File: src/rtl/ahb_pkg.sv
// Shared AHB-Lite encodings and the fetch-master data-phase state type.
package ahb_pkg;

  localparam logic [1:0] HTRANS_IDLE   = 2'b00;
  localparam logic [1:0] HTRANS_NONSEQ = 2'b10;
  localparam logic [2:0] HSIZE_WORD    = 3'b010;
  localparam logic [2:0] HBURST_SINGLE = 3'b000;
  localparam logic [3:0] HPROT_FETCH   = 4'b0010;

  typedef enum logic [1:0] {
    ST_IDLE = 2'b00,
    ST_DATA = 2'b01,
    ST_ERR  = 2'b10
  } fetch_st_t;

endpackage

File: src/rtl/ahb_ri5cy_fetch_master.sv
// RI5CY instruction-fetch (req/gnt/rvalid) to AHB-Lite master with pipelined address/data phases.
// Define RI5CY_FETCH_ERR_EN to report bus errors on instr_err_o; otherwise errors return a jal x0,0 self-loop.
module ahb_ri5cy_fetch_master
  import ahb_pkg::*;
#(
  parameter int AHB_ADDR_WIDTH = 32,
  parameter int AHB_DATA_WIDTH = 32
) (
  input  logic                      clk,
  input  logic                      rstn,
  input  logic                      instr_req_i,
  input  logic [AHB_ADDR_WIDTH-1:0] instr_addr_i,
  output logic                      instr_gnt_o,
  output logic                      instr_rvalid_o,
  output logic [AHB_DATA_WIDTH-1:0] instr_rdata_o,
  output logic                      instr_err_o,
  output logic [AHB_ADDR_WIDTH-1:0] haddr_o,
  output logic [1:0]                htrans_o,
  output logic                      hwrite_o,
  output logic [2:0]                hsize_o,
  output logic [2:0]                hburst_o,
  output logic [3:0]                hprot_o,
  output logic                      hmastlock_o,
  output logic [AHB_DATA_WIDTH-1:0] hwdata_o,
  input  logic [AHB_DATA_WIDTH-1:0] hrdata_i,
  input  logic                      hready_i,
  input  logic                      hresp_i
);

`ifdef RI5CY_FETCH_ERR_EN
  localparam logic [AHB_DATA_WIDTH-1:0] ERR_RDATA = '0;
`else
  localparam logic [AHB_DATA_WIDTH-1:0] ERR_RDATA = AHB_DATA_WIDTH'(32'h0000_006F);
`endif

  logic [AHB_ADDR_WIDTH-1:0] addr_q;
  logic                      addr_v;
  fetch_st_t                 state;
  logic                      rvalid_q;
  logic [AHB_DATA_WIDTH-1:0] rdata_q;

  logic not_err, addr_done, data_done, ok_beat, err_beat;

  assign not_err   = (state != ST_ERR);
  assign addr_done = addr_v & hready_i & not_err;
  assign data_done = (state == ST_DATA) & hready_i;
  assign ok_beat   = data_done & ~hresp_i;
  // A one-cycle ERROR (hready high with hresp) is illegal AHB, but is still reported as an error beat.
  assign err_beat  = ((state == ST_ERR) & hready_i) | (data_done & hresp_i);

  assign instr_gnt_o = instr_req_i & (~addr_v | (hready_i & not_err));

  assign haddr_o     = addr_q & ~AHB_ADDR_WIDTH'(3);
  assign htrans_o    = (addr_v & not_err) ? HTRANS_NONSEQ : HTRANS_IDLE;
  assign hwrite_o    = 1'b0;
  assign hsize_o     = HSIZE_WORD;
  assign hburst_o    = HBURST_SINGLE;
  assign hprot_o     = HPROT_FETCH;
  assign hmastlock_o = 1'b0;
  assign hwdata_o    = '0;

  assign instr_rvalid_o = rvalid_q;
  assign instr_rdata_o  = rdata_q;

  always_ff @(posedge clk or negedge rstn) begin
    if (!rstn) begin
      addr_q <= '0;
      addr_v <= 1'b0;
    end else if (instr_gnt_o) begin
      addr_q <= instr_addr_i;
      addr_v <= 1'b1;
    end else if (addr_done) begin
      addr_v <= 1'b0;
    end
  end

  always_ff @(posedge clk or negedge rstn) begin
    if (!rstn) begin
      state <= ST_IDLE;
    end else begin
      case (state)
        ST_IDLE: if (addr_done) state <= ST_DATA;
        ST_DATA: begin
          if (hready_i)     state <= addr_done ? ST_DATA : ST_IDLE;
          else if (hresp_i) state <= ST_ERR;
        end
        ST_ERR:  if (hready_i) state <= ST_IDLE;
        default: state <= ST_IDLE;
      endcase
    end
  end

  always_ff @(posedge clk or negedge rstn) begin
    if (!rstn) begin
      rvalid_q <= 1'b0;
      rdata_q  <= '0;
    end else begin
      rvalid_q <= ok_beat | err_beat;
      rdata_q  <= ok_beat ? hrdata_i : (err_beat ? ERR_RDATA : '0);
    end
  end

`ifdef RI5CY_FETCH_ERR_EN
  logic err_q;
  always_ff @(posedge clk or negedge rstn) begin
    if (!rstn) err_q <= 1'b0;
    else       err_q <= err_beat;
  end
  assign instr_err_o = err_q;
`else
  assign instr_err_o = 1'b0;
`endif

endmodule
File: config.mk
export PLATFORM = sky130hd
export DESIGN_NAME = ahb_ri5cy_fetch_master
export DESIGN_NICKNAME = d
export VERILOG_FILES = /design/src/rtl/ahb_pkg.sv /design/src/rtl/ahb_ri5cy_fetch_master.sv
export SDC_FILE = /design/constraint.sdc
export NUM_CORES = 1
export LEC_CHECK = 0
export ABC_AREA = 0
export BUFFER_PORTS_ARGS = -buffer_cell sky130_fd_sc_hd__buf_2
export CAP_MARGIN = 10
export CELL_PAD_IN_SITES_DETAIL_PLACEMENT = 1
export CELL_PAD_IN_SITES_GLOBAL_PLACEMENT = 1
export CORE_UTILIZATION = 34
export DETAILED_ROUTE_END_ITERATION = 16
export PLACE_DENSITY_LB_ADDON = 0.1
export SYNTH_ARGS = -nofsm -noshare
export SYNTH_HDL_FRONTEND = slang
export SYNTH_SLANG_ARGS = --single-unit
export TNS_END_PERCENT = 10
File: constraint.sdc
create_clock -name clk -period 3.8 [get_ports clk]
set_input_delay 0.95 -clock clk [delete_from_list [all_inputs] [get_ports clk]]
set_output_delay 0.95 -clock clk [all_outputs]
set_load 0.005 [all_outputs]
==> run metrics <==
post-route ant nets=0; R2R depth=4; Post-CTS Resized=0; Die H=between 90 and 100 um; cells after synthesis=207; worst-path cell chain=buf_2, nor2b_1, a31o_4, buf_2; peak supply drop=between 0.15 and 0.2 mV; CTS max path bufs=2; Routed WL=about 6000 um; Top delay family on crit path=buffers and inverters; CP arrival=1530 ps; Finished Cell Area=roughly 3700 sq um; vias per cell=4.01; GRT Util Overall=0.142; H-tree depth=3; final core occ=0.449; initial antenna violation count=0; floorplan row count=33; Post-Syn Area per Cell=approximately 14 sq um; final setup fails=0; Filler cells=around 940; Worst-Skew Late Latency=between 300 and 400 ps; setup slack, reg-to-reg=about 2100 ps; setup TNS=0 ps; leakage=about 2 nW; Post-DP Area=around 3400 sq um; status=complete, no violations; final global-route overflow total=0; Residual DRC=0; RSZ-0062 raised after global routing=false; Cells on Worst Hold Path=1; worst-path maximum fanout=3; Hold Fails Final Rpt=0; slowest stage cell, crit path=a31o_4; clk sinks=between 60 and 70; CTS buffer count=9; P&R area growth vs syn=27.9%; clock skew=7.32 ps; worst min path class=flop to flop; max_cap viols=0; worst path bufs/invs=2; DP HPWL=roughly 4400 um; die width=93.9 um; die area=a little under 9000 sq um; min Tclk post-route=approximately 2500 ps; required time of the critical path=about 2900 ps; PwrDens=483 nW/um^2; layout net count=roughly 400; I/O Pins=around 180; WL/cell=approximately 13 um; FF-to-FF End=addr_q[25]; Unique masters post-synth=21; Worst-path clk slew=about 70 ps; RePlAce Congestion=approximately 0.64; Startpoint Class=primary input; Hold WS=between 400 and 500 ps; hold path endpoint=addr_q[25]; max-slew violation count=0; IO buf count=~130; ratio of cells with drive above 1 in the final layout=0.526; vias in the first global route=1816; Pre-antenna DRT Iters=2; sequential fraction of the synthesis area=0.575; Post-Synthesis Cell Area=2870 sq um; min-delay src=addr_q[25]; reg2reg start=state[0]; first-pass GRT wire length=just over 9000 um; Initial Util=0.351; DRT iter0 DRCs=40; CORE AREA=approximately 8200 sq um; Worst path max stage delay=around 200 ps; TritonCTS clock tree=built; Critical Path Stages=4; Vias=~1800; hold_buf cts=0; Pwr Total=1.77 mW; max_slew headroom=0.642; # Post-CTS Setup Buffers=0; CP Capture Type=output pin; Highest Clock Rate=between 400 and 500 MHz; Synth warnings=0; largest net degree at the start of global routing=34; worst setup path class=primary input to output pin; CTS Root Cell=clkbuf_8; cell mode on critical path=buf_2; antenna cell count=0; register bit total from synthesis=66; Worst-Margin Slew=537 ps; final worst-path cycle share=0.652
[Yosys cell counts]
| cell | n | area share |
|---|---|---|
| mux2_4 | 29 | 0.15 |
| mux2_1 | 1 | 0.0039 |
| a21o_1 | 1 | 0.0026 |
| a21oi_1 | 1 | 0.0017 |
| clkbuf_1 | 3 | 0.0039 |
| nor2b_1 | 2 | 0.0044 |
| and2_1 | 27 | 0.059 |
| nand2b_4 | 1 | 0.0048 |
| a22oi_1 | 1 | 0.0026 |
| a21boi_0 | 7 | 0.018 |
| nor2_1 | 2 | 0.0026 |
| buf_6 | 3 | 0.012 |
| o21ai_0 | 6 | 0.010 |
| conb_1 | 2 | 0.0026 |
| nand2_1 | 2 | 0.0026 |
| nand2b_1 | 1 | 0.0022 |
| dfrtp_1 | 66 | 0.58 |
| buf_4 | 48 | 0.13 |
| nor3b_2 | 1 | 0.0044 |
| buf_2 | 2 | 0.0035 |
| a31o_4 | 1 | 0.0061 |
[logic make-up (layout without fill, tap and decap cells)]
logic type,Yosys count,after routing,share of synthesized area
AO/OA/AOI/OAI,17,17,0.0418
multiplexers,30,30,0.156
flip-flops,66,66,0.575
other,2,48,0.00262
buffers and inverters,56,151,0.145
AND/OR/NAND/NOR,36,36,0.0798
[power by group]
group	total (mW)	switching (mW)	internal, mW
combinational	0.298	0.125	0.173
sequential	0.813	0.0361	0.777
clock	0.662	0.273	0.388
total	1.77	0.434	1.34
[cell type report]
class / count / area [sq um] / area share
multi-input cells: 131 / 976 / 0.266
clock buffers: 10 / 138 / 0.0375
flip-flops and latches: 66 / 1650 / 0.450
clock inverters: 6 / 88.8 / 0.0242
well taps: 105 / 131 / 0.0358
repair buffers: 135 / 686 / 0.187
[worst register-to-register path, delay by kind of cell, from the launching register on]
kind | cells | cell delay [ps]
buffers and inverters | 1 | 450
flip-flops | 1 | 390
multiplexers | 1 | 380
AO/OA/AOI/OAI | 1 | 170
AND/OR/NAND/NOR | 1 | 210
[routing by layer]
| layer | global-route usage | up-vias | share of wire |
|---|---|---|---|
| met1 | 0.184 | 858 | 0.43 |
| met2 | 0.219 | 105 | 0.46 |
| met4 | 0.0654 | 0 | 0.016 |
| met5 | 0 | - | 0 |
| li1 | - | 843 | - |
| met3 | 0.0413 | 10 | 0.088 |
[worst max-delay path by stage]
stage                      from          end  slack, ps
finish              instr_req_i  instr_gnt_o       1320
CTS                 instr_req_i  instr_gnt_o       1310
floorplan           instr_req_i  instr_gnt_o       1410
detailed placement  instr_req_i  instr_gnt_o       1310
global placement    instr_req_i  instr_gnt_o       1320
global route        instr_req_i  instr_gnt_o       1290
[sequential cells by signal (all words and copies together) (netlist names)]
name and flops:
instr_rvalid_o 1, addr_q 30, state 2, instr_rdata_o 32, addr_v 1
[cells in the final DEF, fill, tap and decap left out, types with 2 or more instances in the layout]
cell,Yosys,final
nor2b_1,2,2
nor2_1,2,2
clkinvlp_4,0,2
o21ai_0,6,6
nand2_1,2,2
mux2_4,29,29
bufinv_16,0,2
buf_2,2,131
buf_4,48,4
conb_1,2,48
clkbuf_8,0,10
dfrtp_1,66,66
a21boi_0,7,7
and2_1,27,27
[through the flow]
stage / instances / worst slack (ps)
floorplan: 253 / 1410
global placement: 437 / 1320
detailed placement: 437 / 1310
CTS: 453 / 1310
global route: 453 / 1290
finish: 453 / 1320
(Power assumes the default switching activity.)
